==> src/rtl/pwm_pkg.sv <==
// Shared types and constants for the PWM duty-cycle capture block.
package pwm_pkg;

  typedef enum logic [1:0] {IDLE, ARM, MEASURE} cap_state_t;

  // Two rising edges in one window is already an error, so the count stops there.
  localparam logic [1:0] EDGE_SAT = 2'd2;

endpackage

==> src/rtl/pwm_in_sync.sv <==
// Synchronizer for the asynchronous PWM input plus a registered rising-edge detector.
module pwm_in_sync #(
  parameter int SYNC_STAGES = 2
) (
  input  logic clk,
  input  logic reset_n,
  input  logic pwm_in,
  output logic pin_s,
  output logic rise
);

  logic [SYNC_STAGES-1:0] chain;
  logic                   pin_s_d;

  always_ff @(posedge clk or negedge reset_n) begin
    if (!reset_n) begin
      chain   <= '0;
      pin_s_d <= 1'b0;
    end else begin
      chain   <= {chain[SYNC_STAGES-2:0], pwm_in};
      pin_s_d <= chain[SYNC_STAGES-1];
    end
  end

  assign pin_s = chain[SYNC_STAGES-1];
  assign rise  = pin_s & ~pin_s_d;

endmodule

==> src/rtl/pwm_capture.sv <==
// Measures PWM duty over a 2^WIDTH-clock window aligned to the input rising edge,
// flags static/multi-edge inputs and tracks result stability.
module pwm_capture
  import pwm_pkg::*;
#(
  parameter int WIDTH          = 8,
  parameter int SYNC_STAGES    = 2,
  parameter int STABLE_WINDOWS = 4
) (
  input  logic             clk,
  input  logic             reset_n,
  input  logic             sleep,
  input  logic             pwm_in,
  output logic [WIDTH-1:0] duty,
  output logic             duty_valid,
  output logic             duty_stable,
  output logic             edge_err,
  output logic             static_lvl
);

  localparam int                SW       = $clog2(STABLE_WINDOWS + 1);
  localparam logic [WIDTH-1:0]  LAST     = '1;
  localparam logic [SW-1:0]     STAB_MAX = SW'(STABLE_WINDOWS);

  cap_state_t       state, state_nx;
  logic             pin_s, rise;
  logic [WIDTH-1:0] arm_cnt, win_cnt;
  logic [WIDTH:0]   hi_cnt, hi_nx;
  logic [1:0]       edge_cnt, edge_nx;
  logic             aligned, misalign, mis_nx;
  logic [SW-1:0]    stab_cnt;
  logic [WIDTH-1:0] duty_nx;
  logic             last, upd, static_nx, err_nx, good;

  pwm_in_sync #(.SYNC_STAGES(SYNC_STAGES)) u_sync (
    .clk     (clk),
    .reset_n (reset_n),
    .pwm_in  (pwm_in),
    .pin_s   (pin_s),
    .rise    (rise)
  );

  // Window totals including the current sample's contribution.
  assign hi_nx     = hi_cnt + {{WIDTH{1'b0}}, pin_s};
  assign edge_nx   = (rise && edge_cnt != EDGE_SAT) ? edge_cnt + 2'd1 : edge_cnt;
  assign mis_nx    = misalign | (rise & aligned & (win_cnt != '0));
  assign duty_nx   = hi_nx[WIDTH] ? LAST : hi_nx[WIDTH-1:0];
  assign static_nx = (edge_nx == 2'd0);
  assign err_nx    = (edge_nx >= EDGE_SAT);
  assign good      = !static_nx && !err_nx && (duty_nx == duty);
  assign last      = (state == MEASURE) && (win_cnt == LAST);
  assign upd       = last && !sleep;

  always_ff @(posedge clk or negedge reset_n) begin
    if (!reset_n) state <= IDLE;
    else          state <= state_nx;
  end

  always_comb begin
    state_nx = state;
    case (state)
      IDLE:    if (!sleep) state_nx = ARM;
      ARM:     if (rise || arm_cnt == LAST) state_nx = MEASURE;
      MEASURE: if (last && (err_nx || mis_nx)) state_nx = ARM;
      default: state_nx = IDLE;
    endcase
    if (sleep) state_nx = IDLE;
  end

  always_ff @(posedge clk or negedge reset_n) begin
    if (!reset_n) begin
      arm_cnt    <= '0;
      win_cnt    <= '0;
      hi_cnt     <= '0;
      edge_cnt   <= '0;
      aligned    <= 1'b0;
      misalign   <= 1'b0;
      stab_cnt   <= '0;
      duty       <= '0;
      duty_valid <= 1'b0;
      edge_err   <= 1'b0;
      static_lvl <= 1'b0;
    end else begin
      duty_valid <= upd;
      if (upd) begin
        duty       <= duty_nx;
        static_lvl <= static_nx;
        edge_err   <= err_nx;
        stab_cnt   <= !good ? '0 : (stab_cnt == STAB_MAX) ? stab_cnt : stab_cnt + SW'(1);
      end
      if (sleep || state == IDLE) stab_cnt <= '0;

      case (state)
        ARM: begin
          if (rise) begin
            // The aligning edge is sample 0 of the new window.
            win_cnt  <= WIDTH'(1);
            hi_cnt   <= (WIDTH+1)'(1);
            edge_cnt <= 2'd1;
            aligned  <= 1'b1;
            misalign <= 1'b0;
            arm_cnt  <= '0;
          end else if (arm_cnt == LAST) begin
            win_cnt  <= '0;
            hi_cnt   <= '0;
            edge_cnt <= '0;
            aligned  <= 1'b0;
            misalign <= 1'b0;
            arm_cnt  <= '0;
          end else begin
            arm_cnt  <= arm_cnt + WIDTH'(1);
          end
        end
        MEASURE: begin
          if (last) begin
            win_cnt  <= '0;
            hi_cnt   <= '0;
            edge_cnt <= '0;
            misalign <= 1'b0;
            arm_cnt  <= '0;
          end else begin
            win_cnt  <= win_cnt + WIDTH'(1);
            hi_cnt   <= hi_nx;
            edge_cnt <= edge_nx;
            misalign <= mis_nx;
          end
        end
        default: begin
          arm_cnt  <= '0;
          win_cnt  <= '0;
          hi_cnt   <= '0;
          edge_cnt <= '0;
          aligned  <= 1'b0;
          misalign <= 1'b0;
        end
      endcase
    end
  end

  assign duty_stable = (stab_cnt == STAB_MAX);

endmodule
==> config.mk <==
export PLATFORM = sky130hd
export DESIGN_NAME = pwm_capture
export DESIGN_NICKNAME = d
export VERILOG_FILES = /design/src/rtl/pwm_pkg.sv /design/src/rtl/pwm_in_sync.sv /design/src/rtl/pwm_capture.sv
export SDC_FILE = /design/constraint.sdc
export NUM_CORES = 1
export LEC_CHECK = 0
export CAP_MARGIN = 25
export CORE_ASPECT_RATIO = 0.9
export CORE_UTILIZATION = 55
export CTS_BUF_LIST = sky130_fd_sc_hd__clkbuf_8
export DETAILED_ROUTE_END_ITERATION = 10
export GPL_ROUTABILITY_DRIVEN = 0
export PLACE_DENSITY = 0.78
export SKIP_LAST_GASP = 1
export SLEW_MARGIN = 10
export SYNTH_ARGS = -nofsm -noshare
export SYNTH_HDL_FRONTEND = slang
export SYNTH_SLANG_ARGS = --single-unit
==> constraint.sdc <==
create_clock -name clk -period 3.4 [get_ports clk]
set_input_delay 0.51 -clock clk [delete_from_list [all_inputs] [get_ports clk]]
set_output_delay 0.51 -clock clk [all_outputs]
set_load 0.02 [all_outputs]
Word-level counts from Yosys, hierarchy flattened. Index checks and enable logic that the tools add are counted.

Bits in read-only memories: 0. Bits of input ports: 4. Word-level logic and storage cells: 89. Memories kept: 0. Bits in writable memories: 0. Output and inout bits: 12. Register bits after elaboration: 48. Bits in latches: 0.

$add $sub $neg: 5. Shift-type cells: 0. Equality and inequality tests: 12. Mux-type cells: 32. Bitwise gates (word level): 6. Multipliers: 0. Reductions and logical operators: 19. Div/mod/pow operators: 0. Magnitude comparators: 1.

Operators with widths (number): $mux W8 (7); $pmux W8 S2 (2); $mux W9 (3); $pmux W9 S2 (1); $add A8 B1 Y8 const B (2); $eq A8 B8 Y1 const B (2); $mux W2 (7); $mux W3 (4); $add A9 B1 Y9 (1); $eq A8 B8 Y1 (1); $reduce_bool A8 Y1 (1); $logic_and A1 B1 Y1 (6); $ne A3 B2 Y1 const B (2); $ne A3 B3 Y1 const B (2); $pmux W2 S3 (1); $reduce_and A2 Y1 (3); $logic_not A2 Y1 (2); $mux W1 (4); $ne A2 B2 Y1 const B (2); $pmux W1 S2 (2); $pmux W2 S2 (1); $add A3 B1 Y3 const B (1); $and A1 B1 Y1 (3); $eq A3 B3 Y1 const B (1); other kinds (9) (14).

Logic depth before layout (Yosys ltp).
Depth after elaboration: 11. Gate-level depth with buffers: 10. Gate-level depth less buffers: 9.

Hierarchy. A second synthesis with hierarchy kept.

Cell total of the unflattened synthesis: 300. Area total of the unflattened synthesis: 2787.7 µm².

Modules (own cells, without submodules): pwm_capture (area each 2698.8 µm², instances 1, cells each 296, seq. area each 1126.1 µm²); pwm_in_sync (area each 88.8 µm², instances 1, cells each 4, seq. area each 75.1 µm²).

Worst setup path before layout. No wires, ideal clock.

Path kind: register to register. Start: reg u_sync.chain[1]. End: reg stab_cnt[2]. Cell stages (with the launch flop): 10. Path slack: 1120 ps. Buffers on the path: 0. Arrival: 2159 ps. Cell sequence: dfrtp_1 ha_1 ha_1 nand4_4 or3_1 a32o_1 xnor2_2 a211oi_2 and3_1 a22o_1.

Word-level cells in the longest chain between the ends: 10. Elaborated cells between the ends (all ways): 17. Classes of those cells: add/sub: 1; order compare: 1; eq/ne: 2; mux: 5; bitwise: 1; reduce/logical: 7.

Ends and longest elaborated chain: start: declaration (RTL line pwm_in_sync.sv:12) `logic [SYNC_STAGES-1:0] chain;`; start signal: assignment (RTL line pwm_in_sync.sv:20) `chain <= {chain[SYNC_STAGES-2:0], pwm_in};`; parallel branches: the longest is 6 deep, another holds $add A9 B1 Y9; $logic_and A1 B1 Y1 (*) (RTL line pwm_capture.sv:50) `assign good = !static_nx && !err_nx && (duty_nx == duty);`; $mux W3 (RTL line pwm_capture.sv:89) `stab_cnt <= !good ? '0 : (stab_cnt == STAB_MAX) ? stab_cnt : stab_cnt + SW'(1);`; $mux W3 (RTL line pwm_capture.sv:85) `if (upd) begin`; $mux W3 (RTL line pwm_capture.sv:91) `if (sleep || state == IDLE) stab_cnt <= '0;`; end signal: assignment (RTL line pwm_capture.sv:89); end: declaration (RTL line pwm_capture.sv:31) `logic [SW-1:0] stab_cnt;`.

Mark *: on every way between the ends. The select of a mux whose other input is x is not followed. A chain may end at the register's enable or synchronous reset.

Worst setup path after layout. Same ends and word-level chain as after synthesis.

==> flow_summary_export.csv <==
group,metric,value,unit
outcome,status,"complete, no violations",
finish,most-common-layout-cells,"nand2_1, dfrtp_1, o21ai_0",
power,p_per_area,402,nW/um^2
timing,rsz0062_at_grt,"false",
setup_path,crit_required,3.59,ns
timing,period_share,81.4,%
timing,clock.fmax,361,MHz
timing,finalSetupTns,0,ns
logic_synthesis,synth_fp_nets,331,
floorplan,rows,24,
global_routing,grt_pass1_wl,10.4,mm
setup_path,crit_buf_inv,0,
finish,area.growth.synth_to_final,12.3,%
finish,drive_above_1_share,7.32,%
logic_synthesis,ys_ff_latch,48,
finish,antennaDiodeCount,0,
global_routing,antenna_found_initial,0,
timing,timing.hold.ws,0.204,ns
logic_synthesis,syn_area,2810,um^2
clocking,cts_hold_buf,0,
routing,drt_iter0_drc,203,
clocking,clock-sinks,48,
finish,fillers,392,
logic_synthesis,synthCells,315,
routing,vias_per_cell,6.01,
power,max-vdd-ir-drop,0.262,mV
floorplan,die_area,5410,um^2
setup_path,slowest_delay,0.42,ns
logic_synthesis,synthAdderAreaFrac,5.34,%
timing,hold_viol_final,0,
logic_synthesis,async_flop_share,100,%
logic_synthesis,synth-xor-area-share,4.94,%
timing,finalSetupViolCount,0,
timing,fin_worst_skew,0.0119,ns
power,total_power,1.27,mW
setup_path,crit_path_end_kind,"flip-flop",
clocking,cts_tree,"built",
logic_synthesis,yosysUniqueCellTypes,49,
setup_path,cp_top_family,"compound AO/OA/AOI/OAI gates",
floorplan,ios,16,
placed_design,io_buffers,15,
setup_path,path_class,"flip-flop to flip-flop",
clocking,cts-htree-levels,2,
timing,drv_slew,0,
clocking,cts_root_buffer,"clkbuf_8",
global_routing,grtUsageTotal,24.3,%
finish,final_core_util,64.5,%
timing,max_slew_margin,60.0,%
clocking,ctsResizeCount,0,
routing,wl_met3,307,um
setup_path,rr_worst_depth,9,
global_routing,overflow,0,
flow_run,cap_viol_max_count,0,
global_routing,grt_start_max_net_pins,26,
logic_synthesis,synth_ff_type,"dfrtp_1",
routing,dr.pass1.iters,5,
routing,wl_per_cell,15.1,um
clocking,cts_buffer_depth,2,
clocking,cts_buffers,5,
floorplan,core,4890,um^2
logic_synthesis,yosys.area_share.simple,23.8,%
setup_path,crit_path_start_kind,"flip-flop",
setup_path,crit_path_cell_trace,"ha_1 -> ha_1 -> nand4_4 -> nor3_2 -> o31ai_1 -> a211oi_1 -> a211oi_2 -> and3_1 -> a22o_1",
floorplan,initial_utilization,57.5,%
setup_path,r2r_slack,0.63,ns
logic_synthesis,avgSynthCellArea,8.93,um^2
logic_synthesis,synth_top_family_by_area,"simple AND/OR/NAND/NOR gates",
logic_synthesis,synth_edf_count,0,
floorplan,die_y,69.9,um
logic_synthesis,ys_seq_area_share,42.7,%
routing,met2_length,2.72,mm
routing,drc,0,
routing,ant_nets,0,
setup_path,crit_path_max_fanout,7,
logic_synthesis,synthMuxAreaShare,0.711,%
setup_path,cpMaxStageDelayCell,"dfrtp_1",
logic_synthesis,synth_compound_area_share,19.3,%
setup_path,r2r-start,"u_sync.chain[1]",
finish,fin_nets,344,
logic_synthesis,ys_warn_count,0,
routing,topRoutingLayerUsed,"met4",
global_routing,grt_pass1_vias,2232,
clocking,cts_setup_buffers,0,
clocking,clkLatencyLatePin,0.30,ns
setup_path,worstPathArrival,2.96,ns
floorplan,die_w,77.4,um
setup_path,worstReg2RegEnd,"stab_cnt[2]",
routing,vias,2362,
placed_design,dp_hpwl,4.31,mm
routing,wl_met1,2.84,mm
power,leakage,1.43,nW
timing,worst_pin_slew,0.600,ns
setup_path,cpMostUsedCell,"ha_1",
hold_path,hp-class,"primary input to async pin",
timing,period_needed,2.77,ns
routing,drt_wl_total,5.93,mm
setup_path,critPathLaunch,"u_sync.chain[1]",
clocking,clk_pin_slew,0.09,ns
## cell families (layout without fill, tap and decap cells)
logic type / Yosys count / in the layout
AND/OR/NAND/NOR: 132 / 132
AO/OA/AOI/OAI: 83 / 83
flip-flops: 48 / 48
buffers and inverters: 23 / 36
XOR/XNOR: 15 / 15
adder cells (fa/ha/maj): 12 / 12
multiplexers: 2 / 2
## power by group
part	switching (mW)	leakage (nW)	internal, mW
clock	0.185	0.0642	0.289
sequential	0.0199	0.641	0.590
combinational	0.117	0.725	0.0667
## Yosys cell counts, types with 4 or more instances
| cell type | number | area (um^2) |
|---|---|---|
| xor2_1 | 9 | 78.8 |
| nand2_1 | 48 | 180 |
| dfrtp_1 | 48 | 1200 |
| or3_1 | 5 | 31.3 |
| o21ai_0 | 33 | 165 |
| a22o_1 | 5 | 43.8 |
| and2_1 | 4 | 25.0 |
| a21oi_1 | 13 | 65.1 |
| nor2_1 | 20 | 75.1 |
| clkbuf_1 | 8 | 30.0 |
| ha_1 | 12 | 150 |
| nor3_1 | 5 | 25.0 |
| nand4_1 | 5 | 31.3 |
| inv_1 | 12 | 45.0 |
| nand3_1 | 17 | 85.1 |
| xnor2_1 | 5 | 43.8 |
| and3_1 | 14 | 87.6 |
| o31ai_1 | 5 | 37.5 |
## layer usage
layer | vias to the layer above | GRT usage, %
met5 | - | 0
met1 | 1146 | 34.5
met4 | 0 | 8.39
met3 | 6 | 4.18
li1 | 1154 | -
met2 | 56 | 37.7
## area by class of cell
cell class	instances	area [um^2]	area share (%)
well taps	65	81.3	2.57
inverters	12	45.0	1.43
flip-flops and latches	48	1200	38.0
clock buffers	5	68.8	2.18
multi-input cells	244	1520	48.2
repair buffers	17	180	5.70
clock inverters	2	60.1	1.90
## state kept, by name (all words and copies together), names as in the netlist, 2 cells and up
name          cells
duty              8
hi_cnt            9
win_cnt           8
arm_cnt           8
stab_cnt          3
u_sync.chain      2
edge_cnt          2
state             2
## per-stage QoR
step / instance area, um^2 / worst slack [ns] / cells
2_1_floorplan: 2810 / 1.12 / 315
3_3_place_gp: 3000 / 0.706 / 385
3_5_place_dp: 3030 / 0.666 / 386
4_1_cts: 3160 / 0.654 / 393
5_1_grt: 3160 / 0.486 / 393
6_report: 3160 / 0.632 / 393
## how the worst max path moves through the flow
stage / endpoint / slack [ns] / depth (start not counted)
finish: stab_cnt[2] / 0.63 / 9
detailed placement: stab_cnt[2] / 0.67 / 9
CTS: stab_cnt[2] / 0.65 / 9
global route: stab_cnt[2] / 0.49 / 9
global placement: stab_cnt[2] / 0.71 / 9
floorplan: stab_cnt[2] / 1.12 / 9
Note: power is estimated with default switching activity, not from simulation.
